[src/rtl/csa_stream_accumulator_pkg.sv]
// Shared definitions for the carry-save stream accumulator:
// FSM states, default widths and accumulator width derivation.
package csa_stream_accumulator_pkg;

    localparam int unsigned DEF_WIDTH = 32;
    localparam int unsigned DEF_CNT_W = 4;

    typedef enum logic [1:0] {
        ACCUM   = 2'd0,
        RESOLVE = 2'd1,
        OUTPUT  = 2'd2
    } state_e;

    // Headroom of cnt_w bits holds the exact sum of 2^cnt_w maximal operands.
    function automatic int unsigned acc_w(input int unsigned width, input int unsigned cnt_w);
        return width + cnt_w;
    endfunction

endpackage

[src/rtl/csa_stream_accumulator_row.sv]
// Combinational N-bit 3:2 compressor row: bitwise full adders with no carry ripple.
module csa_row #(
    parameter int unsigned N = 36
) (
    input  logic [N-1:0] a,
    input  logic [N-1:0] b,
    input  logic [N-1:0] c,
    output logic [N-1:0] sum_c,
    output logic [N-1:0] carry_c
);

    assign sum_c   = a ^ b ^ c;
    assign carry_c = (a & b) | (a & c) | (b & c);

endmodule

[src/rtl/csa_stream_accumulator.sv]
// Accumulates a valid/ready operand stream in carry-save form and resolves
// the exact group total with one carry-propagate add on the closing beat.
module csa_stream_accumulator
    import csa_stream_accumulator_pkg::*;
#(
    parameter int unsigned WIDTH = DEF_WIDTH,
    parameter int unsigned CNT_W = DEF_CNT_W
) (
    input  logic                        clk,
    input  logic                        rst_n,
    input  logic                        in_valid,
    output logic                        in_ready,
    input  logic [WIDTH-1:0]            in_data,
    input  logic                        in_last,
    output logic                        out_valid,
    input  logic                        out_ready,
    output logic [acc_w(WIDTH,CNT_W)-1:0] out_sum,
    output logic [CNT_W:0]              out_beats,
    output logic                        out_forced
);

    localparam int unsigned ACC_W   = acc_w(WIDTH, CNT_W);
    localparam int unsigned CNT_MAX = (1 << CNT_W) - 1;

    state_e             state;
    logic [ACC_W-1:0]   s_q;
    logic [ACC_W-1:0]   c_q;
    logic [CNT_W:0]     cnt_q;
    logic               forced_q;

    logic [ACC_W-1:0]   c_shift;
    logic [ACC_W-1:0]   d_ext;
    logic [ACC_W-1:0]   row_sum;
    logic [ACC_W-1:0]   row_carry;
    logic               accept;
    logic               at_limit;

    // Carry vector is stored unshifted; its weight is applied on use.
    assign c_shift  = {c_q[ACC_W-2:0], 1'b0};
    assign d_ext    = ACC_W'(in_data);
    assign accept   = in_valid & in_ready;
    assign at_limit = (cnt_q == (CNT_W+1)'(CNT_MAX));

    csa_row #(.N(ACC_W)) u_row (
        .a       (s_q),
        .b       (c_shift),
        .c       (d_ext),
        .sum_c   (row_sum),
        .carry_c (row_carry)
    );

    always_ff @(posedge clk or negedge rst_n) begin
        if (!rst_n) begin
            state      <= ACCUM;
            s_q        <= '0;
            c_q        <= '0;
            cnt_q      <= '0;
            forced_q   <= 1'b0;
            in_ready   <= 1'b0;
            out_valid  <= 1'b0;
            out_sum    <= '0;
            out_beats  <= '0;
            out_forced <= 1'b0;
        end else begin
            case (state)
                ACCUM: begin
                    in_ready <= 1'b1;
                    if (accept) begin
                        s_q   <= row_sum;
                        c_q   <= row_carry;
                        cnt_q <= cnt_q + (CNT_W+1)'(1);
                        if (in_last || at_limit) begin
                            forced_q <= ~in_last;
                            in_ready <= 1'b0;
                            state    <= RESOLVE;
                        end
                    end
                end
                RESOLVE: begin
                    out_sum    <= s_q + c_shift;
                    out_beats  <= cnt_q;
                    out_forced <= forced_q;
                    out_valid  <= 1'b1;
                    state      <= OUTPUT;
                end
                OUTPUT: begin
                    // Handover cycle: in_ready rises only once back in ACCUM.
                    if (out_ready) begin
                        out_valid <= 1'b0;
                        s_q       <= '0;
                        c_q       <= '0;
                        cnt_q     <= '0;
                        forced_q  <= 1'b0;
                        in_ready  <= 1'b1;
                        state     <= ACCUM;
                    end
                end
                default: begin
                    in_ready <= 1'b0;
                    state    <= ACCUM;
                end
            endcase
        end
    end

endmodule

[config.mk]
export PLATFORM = sky130hd
export DESIGN_NAME = csa_stream_accumulator
export DESIGN_NICKNAME = d
export VERILOG_FILES = /design/src/rtl/csa_stream_accumulator_pkg.sv /design/src/rtl/csa_stream_accumulator_row.sv /design/src/rtl/csa_stream_accumulator.sv
export SDC_FILE = /design/constraint.sdc
export NUM_CORES = 1
export LEC_CHECK = 0
export ABC_AREA = 1
export CAP_MARGIN = 20
export CORE_MARGIN = 2
export CORE_UTILIZATION = 39
export DETAILED_ROUTE_END_ITERATION = 16
export GPL_ROUTABILITY_DRIVEN = 0
export HOLD_SLACK_MARGIN = 0.1
export PLACE_DENSITY = 0.58
export SLEW_MARGIN = 20
export SYNTH_ARGS = -nofsm -noshare
export SYNTH_HDL_FRONTEND = slang
export SYNTH_SLANG_ARGS = --single-unit
[constraint.sdc]
create_clock -name clk -period 2.5 [get_ports clk]
set_input_delay 0.25 -clock clk [delete_from_list [all_inputs] [get_ports clk]]
set_output_delay 0.25 -clock clk [all_outputs]
set_load 0.02 [all_outputs]
* Word-level counts from Yosys, hierarchy flattened *
Index checks and enable logic that the tools add are counted.

storage, ports and cells
  bits in registers = 123
  output and inout bits = 44

operators by class
  reductions and logical operators = 9
  muxes and demuxes = 21
  eq/ne operators = 6
  $add $sub $neg = 2
  bitwise logic cells = 10

operators by type and width
  operator                                       count
  2-to-1 mux 36 bit                              2
  one-hot mux 36 bit (2 select lines)            1
  AND 35 x 32 -> 35 bit                          2
  bitwise OR 35 bit                              2
  one-hot mux 35 bit (2 select lines)            1
  adder 36 bit                                   1
  XOR 36 x 32 -> 36 bit                          1
  XOR 36 bit                                     1
  AND 35 bit                                     1
  2-to-1 mux 35 bit                              1
  2-to-1 mux 5 bit                               2
  one-hot mux 5 bit (2 select lines)             1
  2-to-1 mux 1 bit                               6
  2-to-1 mux 2 bit                               3
  != test 2 bit, second input constant           3
  one-hot mux 2 bit (3 select lines)             1
  AND reduction 3 bit                            2
  adder 5 x 1 -> 5 bit, second input constant    1
  == test 5 x 4 -> 1 bit, second input constant  1
  one-hot mux 1 bit (2 select lines)             2
  AND reduction 2 bit                            2
  AND reduction 4 bit                            1
  nonzero test 2 bit                             2
  one-hot mux 1 bit (3 select lines)             1
  6 further kinds                                7

* Longest topological paths before layout *
Gate-level depths: netlist (run 1).

  depth after elaboration = 5
  depth in mapped cells = 14

* Cells and area by module *
Synthesis (run 1) repeated with hierarchy kept, for this count alone.

unflattened totals
  cells, all modules = 884
  area, all modules = 7627.3 um^2

by module, submodules not included
  module                  seq. area each (um^2)  area each (um^2)  cells each  instances
  csa_stream_accumulator  3078.0                 6906.6            848         1
  csa_row                 0.0                    720.7             36          1

* Least setup slack after synthesis (run 1) *
Ideal clock, no wire load.

  kind = reg2reg
  start point = reg s_q[1]
  end point = reg out_sum[29]
  stages on the path, launching flop included = 13
  required time = 2.383 ns
  arrival = 1.785 ns
  setup slack = 0.598 ns
  clock period less this slack = 1.902 ns
  path through = dfrtp_1 ha_1 fa_1 nand3_2 nand3_2 nand2_1 nand2_2 nand2_1 nand2_2 nand3_1 nand3_1 nand3_1 nand2_1

on the way
  cells in the longest elaborated chain, start to end = 1

ends and longest elaborated chain
  what                    RTL line                      source
  start, declared         csa_stream_accumulator.sv:26  logic [ACC_W-1:0] s_q;
  start signal, assigned  csa_stream_accumulator.sv:69  s_q <= row_sum;
  adder 36 bit            csa_stream_accumulator.sv:80  out_sum <= s_q + c_shift;
  end signal, assigned    csa_stream_accumulator.sv:80
  end, declared           csa_stream_accumulator.sv:17  output logic [acc_w(WIDTH,CNT_W)-1:0] out_sum,

No other way between the ends.
A chain may end at the register's enable or synchronous reset.

* Worst setup path in the final report (run 1) *
  start point = reg s_q[1]
  end point = reg out_sum[17]

Same word-level chain as after synthesis.

==> results.txt, run 1 <==
----------------------------------------------------
[Run status]
  Status ... finished clean

[CTS]
  Post-CTS sizing ... 0
  CTS clk-pin slew, worst paths ... 0.06 ns
  Number of buffers added by the clock tree synthesis step ... 17
  Count of H-tree levels built during CTS ... 4
  TritonCTS sink count ... 123
  Clock tree from TritonCTS ... done
  Worst-Skew Late Latency ... 0.43 ns
  CTS Root Buffer Type ... sky130_fd_sc_hd__clkbuf_16
  Post-CTS setup buffer count ... 0
  Quantity of hold-fixing buffers added after cts ... 1
  Maximum count of clock buffers along a single path ... 2

[Finish]
  Area grow syn2layout ... 21.7%
  Share of final-layout standard cells stronger than drive strength 1 ... 6.76%
  Final non-filler cell total ... 1211
  Nets ... 1070
  Most common cell after layout, fill and taps aside ... sky130_fd_sc_hd__nand2_1
  Layout Cell Area excl Fill ... 9110 µm²
  Filler Cells Inserted ... 1842
  Util after Layout ... 48.5%
  Number of inserted diodes ... 0
  Commonest cells after routing, fill and taps aside ... sky130_fd_sc_hd__nand2_1, sky130_fd_sc_hd__dfrtp_1, sky130_fd_sc_hd__inv_1

[Placement]
  Inst Count DP ... 1178
  Post-DP HPWL ... 13200 µm
  Count of port buffers added during placement ... 80
  Placed Instance Area ... 8540 µm²
  Pre-CTS WS ... 0.220 ns

[Yosys]
  Post-Synthesis Cells ... 881
  Synthesized flop and latch total ... 123
  Distinct cell type count of the synthesized netlist ... 30
  Syn_nets ... 987
  Post-synthesis instance area ... 7480 µm²
  Per-instance average area after synthesis ... 8.49 µm²
  Yosys Warn Count ... 0
  Share of the yosys chip area belonging to registers ... 41.1%

[Timing]
  Number of max-slew violations in the final report ... 0
  Post-route clock period utilization ... 92.0%
  Worst-case clock skew ... 0.00716 ns
  Transition time at the pin with the least slew margin ... 0.780 ns
  RSZ-0062 raised after global routing ... false
  Max-slew headroom ... 48.0%
  Final setup violation count ... 0
  Final hold viol count ... 0
  Sum Neg Setup Slack ... 0 ns
  Final worst-path setup slack ... 0.199 ns
  Final period demand of the worst path ... 2.30 ns
  WHS ... 0.367 ns
  Max Freq ... 435 MHz

[Die]
  Starting density of the core ... 39.9%
  Die H ... 143 µm
  Core footprint ... 18800 µm²
  Die footprint ... 20300 µm²
  Number of rows in the core area ... 50
  Boundary pin count ... 81
  Horizontal extent of the die ... 143 µm

[Worst hold path]
  Type of the most critical hold path ... in -> async

[Worst setup path]
  Max Fanout on Critical Path ... 5
  Required time reported for the critical path endpoint ... 2.79 ns
  Critical Path Source Type ... register
  Category of the worst setup path capture point ... register
  Crit Path Category ... reg -> reg
  Arrival time of the worst setup path ... 2.59 ns

[Pwr]
  Power per standard cell area ... 1230 nW/µm²
  Leak Pwr ... 4.64 nW
  Final Total Pwr ... 11.2 mW
  Worst vdd ir ... 0.000486 V

[Drt]
  Total vias in the final route ... 6025
  Count of routing violations after the opening detailed-route iteration ... 325
  Wire length reported by the detailed router ... 18000 µm
  Drt first pass iters ... 5
  Count of nets left with antenna violations after detail routing ... 0
  DRC violation count after routing ... 0
  Drt wl/cell ... 14.8 µm
  Number of vias per cell ... 4.98

[Global routing]
  Maximum number of pins on one net before global-route repair ... 71
  Number of global-route vias before repair ... 5961
  GRT Util Overall ... 19.3%
  Number of antenna violations at the first check in global routing ... 0
  Grt total ovfl ... 0
  Global-route wire length before repair ... 30500 µm

[Flow run]
  Max-cap violations ... 0

----------------------------------------------------
[kinds of logic after synthesis]
| logic type | after synthesis | share of synthesized area (%) |
|---|---|---|
| AOI/OAI and AO/OA | 154 | 13.8 |
| xor gates and xnor gates | 14 | 1.64 |
| adders and majority gates | 69 | 14.7 |
| buffers and inverters | 121 | 6.37 |
| DFF | 123 | 41.1 |
| and+or+nand+nor | 400 | 22.4 |
[routing by layer]
layer	up-vias	global-route usage [%]	routed length (µm)
li1	3048	-	-
met1	2815	27.9	9000
met2	132	28.6	7830
met3	30	4.51	805
met4	0	6.20	329
met5	-	0	0
[state kept, by name, summed over array words and instances, names as in the netlist]
register / flops
out_valid: 1
s_q: 36
out_beats: 5
out_forced: 1
c_q: 35
state: 2
in_ready: 1
out_sum: 36
cnt_q: 5
forced_q: 1
[synth_stat cells, drive strengths merged]
master  number  area, µm²
or2          3       18.8
xnor2       12        105
o22ai        1       6.26
nand4        2       12.5
nand2      267       1030
buf         14       75.1
ha          37        463
nand3b       5       37.5
nor2        67        262
xor2         2       17.5
o21ai       47        235
fa          32        641
o21bai       4       30.0
inv         98        368
nor3         7       35.0
dfrtp      123       3080
a21oi       38        194
clkbuf       9       33.8
o211ai       1       12.5
a22o        63        552
nand3       49        275
[path summary, 6_finish.rpt]
kind / start / end / slack [ns] / cells past startpoint
min reg2reg: out_sum[4]$_DFFE_PN0P_ / out_sum[4]$_DFFE_PN0P_ / 0.48 / 2
min in group clk: out_ready / state[1]$_DFFE_PN0P_ / 0.47 / 2
min: rst_n / c_q[14]$_DFFE_PN0P_ / 0.37 / 2
max reg2reg: s_q[1]$_DFFE_PN0P_ / out_sum[17]$_DFFE_PN0P_ / 0.20 / 10
max: s_q[1]$_DFFE_PN0P_ / out_sum[17]$_DFFE_PN0P_ / 0.20 / 10
max in group asynchronous: rst_n / s_q[3]$_DFFE_PN0P_ / 1.48 / 3
[layout make-up]
type	instances	area, µm²	area share (%)
clock buffers	20	457	5.01
repair buffers	87	878	9.64
clock inverters	12	98.8	1.09
multi-input cells	637	3940	43.2
inverters	98	368	4.04
well taps	234	293	3.21
flip-flops and latches	123	3080	33.8
[where the power goes]
group | switching, mW | internal [mW]
combinational | 3.12 | 2.27
clock | 0.912 | 1.40
sequential | 0.686 | 2.77
[critical path: stages, from the launching register on]
cell,delay [ns]
sky130_fd_sc_hd__dfrtp_1,0.41
sky130_fd_sc_hd__ha_1,0.30
sky130_fd_sc_hd__fa_1,0.49
sky130_fd_sc_hd__nand3_2,0.12
sky130_fd_sc_hd__nand3_2,0.08
sky130_fd_sc_hd__nand2_1,0.08
sky130_fd_sc_hd__nand2_2,0.07
sky130_fd_sc_hd__nand2_1,0.06
sky130_fd_sc_hd__nand2_1,0.13
sky130_fd_sc_hd__xnor2_1,0.31
sky130_fd_sc_hd__o21ai_1,0.09
Power figures use the tool's default switching activity.
==> inputs of run 2 (changes only) <==
- SKIP_CTS_REPAIR_TIMING: default -> 1
- TNS_END_PERCENT: default -> 100
==> results of run 2 <==
The final DEF is identical to that of run 1; final timing and power are the same.
Among the figures that moved: wire length of the first global-routing pass 30500 µm -> 30400 µm; via count of the first global-routing pass 5961 -> 5955
==> inputs of run 3 (changes only) <==
--- a/config.mk
+++ b/config.mk
@@ -9,4 +9,6 @@
 export CAP_MARGIN = 20
+export CELL_PAD_IN_SITES_DETAIL_PLACEMENT = 1
+export CELL_PAD_IN_SITES_GLOBAL_PLACEMENT = 2
 export CORE_MARGIN = 2
-export CORE_UTILIZATION = 39
+export CORE_UTILIZATION = 35
 export DETAILED_ROUTE_END_ITERATION = 16
@@ -14,3 +16,3 @@
 export HOLD_SLACK_MARGIN = 0.1
-export PLACE_DENSITY = 0.58
+export PLACE_DENSITY = 0.8
 export SKIP_CTS_REPAIR_TIMING = 1
==> constraint.sdc (replaced) <==
create_clock -name clk -period 2.5 [get_ports clk]
set_input_delay 0.5 -clock clk [delete_from_list [all_inputs] [get_ports clk]]
set_output_delay 0.5 -clock clk [all_outputs]
set_load 0.02 [all_outputs]
==> run 3 against run 2 <==
  * Critical path depth is the same
  * Core utilization down 4.4 points
  * Combinational power up 4.6%
  * Sequential share of layout area decreased by 0.58 points
  * Largest cell class unchanged
  * Critical path type unchanged
  * Flip-flop and latch count is the same
  * Critical endpoint unchanged
  * Routed wire length rose by 16%
  * Largest power group unchanged
==> results.txt, run 3 (synthesis gave the netlist of run 1 again) <==
----------------------------------------------------
[Worst setup path]
  Most frequent CP cell ... sky130_fd_sc_hd__nand2_1
  Category of the worst setup path capture point ... register
  Maximum single-stage delay on the critical path ... 0.49 ns
  Arrival time of the worst setup path ... 2.63 ns
  Critical Path Source Type ... register
  Cell class contributing the biggest share of worst-path delay ... adder cells
  Max Fanout on Critical Path ... 5
  Crit Path Category ... reg -> reg
  Required time reported for the critical path endpoint ... 2.78 ns
  Cell at the slowest stage of the critical path ... sky130_fd_sc_hd__fa_1
  Cells traversed along the worst timing path ... ha_1 -> fa_1 -> nand3_2 -> nand3_2 -> nand2_1 -> nand2_2 -> nand2_1 -> nand2_1 -> xnor2_1 -> o21ai_1
  Count of buffer and inverter cells on the critical path ... 0

[Finish]
  Number of inserted diodes ... 0
  Most common cell after layout, fill and taps aside ... sky130_fd_sc_hd__nand2_1
  Commonest cells after routing, fill and taps aside ... sky130_fd_sc_hd__nand2_1, sky130_fd_sc_hd__dfrtp_1, sky130_fd_sc_hd__inv_1
  Share of final-layout standard cells stronger than drive strength 1 ... 7.05%
  Nets ... 1072
  Area grow syn2layout ... 23.9%
  Regs by FF count ... out_sum (36), s_q (36), c_q (35)

[CTS]
  Worst-Skew Late Latency ... 0.42 ns
  CTS clk-pin slew, worst paths ... 0.06 ns
  Maximum count of clock buffers along a single path ... 2
  CTS Root Buffer Type ... sky130_fd_sc_hd__clkbuf_16
  Clock tree from TritonCTS ... done
  TritonCTS sink count ... 123
  Number of buffers added by the clock tree synthesis step ... 17
  Count of H-tree levels built during CTS ... 4

[Drt]
  DRC violation count after routing ... 0
  Count of routing violations after the opening detailed-route iteration ... 165
  Number of vias per cell ... 4.94
  Total vias in the final route ... 6200
  Drt wl/cell ... 16.6 µm
  Wire length reported by the detailed router ... 20800 µm
  Drt first pass iters ... 4
  Count of nets left with antenna violations after detail routing ... 0

[Timing]
  Sum Neg Setup Slack ... 0 ns
  Transition time at the pin with the least slew margin ... 0.660 ns
  Final period demand of the worst path ... 2.35 ns
  WHS ... 0.477 ns
  Max Freq ... 425 MHz
  Number of max-slew violations in the final report ... 0
  Max-slew headroom ... 56.0%
  Worst-case clock skew ... 0.00823 ns
  Final hold viol count ... 0
  Post-route clock period utilization ... 94.1%
  Final setup violation count ... 0
  RSZ-0062 raised after global routing ... false

[Worst hold path]
  Type of the most critical hold path ... reg -> reg

[Pwr]
  Leak Pwr ... 4.69 nW
  Worst vdd ir ... 0.000488 V
  Power per standard cell area ... 1270 nW/µm²

[Run status]
  Status ... finished clean

[Die]
  Die footprint ... 22600 µm²
  Core footprint ... 21000 µm²
  Horizontal extent of the die ... 150 µm
  Boundary pin count ... 81
  Die H ... 150 µm
  Number of rows in the core area ... 53
  Starting density of the core ... 35.6%

[Global routing]
  GRT Util Overall ... 20.1%
  Grt total ovfl ... 0
  Global-route wire length before repair ... 35000 µm
  Maximum number of pins on one net before global-route repair ... 72
  Number of antenna violations at the first check in global routing ... 0
  Number of global-route vias before repair ... 6635

[Placement]
  Count of port buffers added during placement ... 80
  Post-DP HPWL ... 15600 µm

[Flow run]
  Max-cap violations ... 0

----------------------------------------------------
[run 3: cell count changes in the layout (fill, tap and decap cells not counted)]
cell,before,now
sky130_fd_sc_hd__buf_12,2,4
sky130_fd_sc_hd__bufinv_16,1,3
sky130_fd_sc_hd__clkbuf_1,1,0
sky130_fd_sc_hd__clkbuf_8,2,1
sky130_fd_sc_hd__clkinv_2,6,0
sky130_fd_sc_hd__clkinv_4,1,2
sky130_fd_sc_hd__clkinvlp_4,4,3
sky130_fd_sc_hd__inv_6,0,5
sky130_fd_sc_hd__inv_8,0,1
[run 3: path summary, 6_finish.rpt]
kind                                   startpoint                      end  slack [ns]  depth (start not counted)
setup / recovery               s_q[1]$_DFFE_PN0P_  out_sum[17]$_DFFE_PN0P_        0.15                         10
hold / removal             out_sum[1]$_DFFE_PN0P_   out_sum[1]$_DFFE_PN0P_        0.48                          2
setup reg to reg               s_q[1]$_DFFE_PN0P_  out_sum[17]$_DFFE_PN0P_        0.15                         10
hold reg to reg            out_sum[1]$_DFFE_PN0P_   out_sum[1]$_DFFE_PN0P_        0.48                          2
max in group asynchronous                   rst_n      s_q[30]$_DFFE_PN0P_        1.37                          3
min in group asynchronous                   rst_n      s_q[10]$_DFFE_PN0P_        0.49                          2
[run 3: area by class of cell]
| type | instances | area [µm²] |
|---|---|---|
| Fill cell | 2488 | 11800 |
| Inverter | 98 | 368 |
| Timing Repair Buffer | 89 | 918 |
| Sequential cell | 123 | 3080 |
| Multi-Input combinational cell | 637 | 3940 |
| Clock inverter | 14 | 185 |
| Clock buffer | 18 | 439 |
| Tap cell | 275 | 344 |
[run 3: layer usage]
metal | routed length, µm | GRT usage (%) | share of wire, %
met4 | 211 | 4.76 | 1.0
met3 | 615 | 3.82 | 3.0
met5 | 0 | 0 | 0
met2 | 9820 | 32.7 | 47
met1 | 10200 | 27.7 | 49
[run 3: through the flow]
stage / cells / util (%) / area [µm²] / worst slack [ns] / total power, mW
3_5_place_dp: 1221 / 41.1 / 8630 / 0.117 / 9.19
5_1_grt: 1254 / 44.1 / 9270 / 0.00837 / 12.8
2_1_floorplan: 881 / - / 7480 / 0.598 / 7.12
6_report: 1254 / 44.1 / 9270 / 0.148 / 11.7
4_1_cts: 1253 / 44.0 / 9260 / 0.108 / 11.9
3_3_place_gp: 1221 / 41.1 / 8630 / 0.110 / 9.01
[run 3: worst register-to-register path, stage by stage, from the launching register on]
cell,delay [ns]
sky130_fd_sc_hd__dfrtp_1,0.41
sky130_fd_sc_hd__ha_1,0.30
sky130_fd_sc_hd__fa_1,0.49
sky130_fd_sc_hd__nand3_2,0.13
sky130_fd_sc_hd__nand3_2,0.08
sky130_fd_sc_hd__nand2_1,0.08
sky130_fd_sc_hd__nand2_2,0.07
sky130_fd_sc_hd__nand2_1,0.08
sky130_fd_sc_hd__nand2_1,0.14
sky130_fd_sc_hd__xnor2_1,0.35
sky130_fd_sc_hd__o21ai_1,0.09
[run 3: power breakdown]
group	leakage [nW]	switching (mW)	total [mW]	internal, mW
logic	2.80	3.30	5.64	2.34
registers	1.59	0.690	3.46	2.77
clock network	0.296	1.03	2.65	1.62
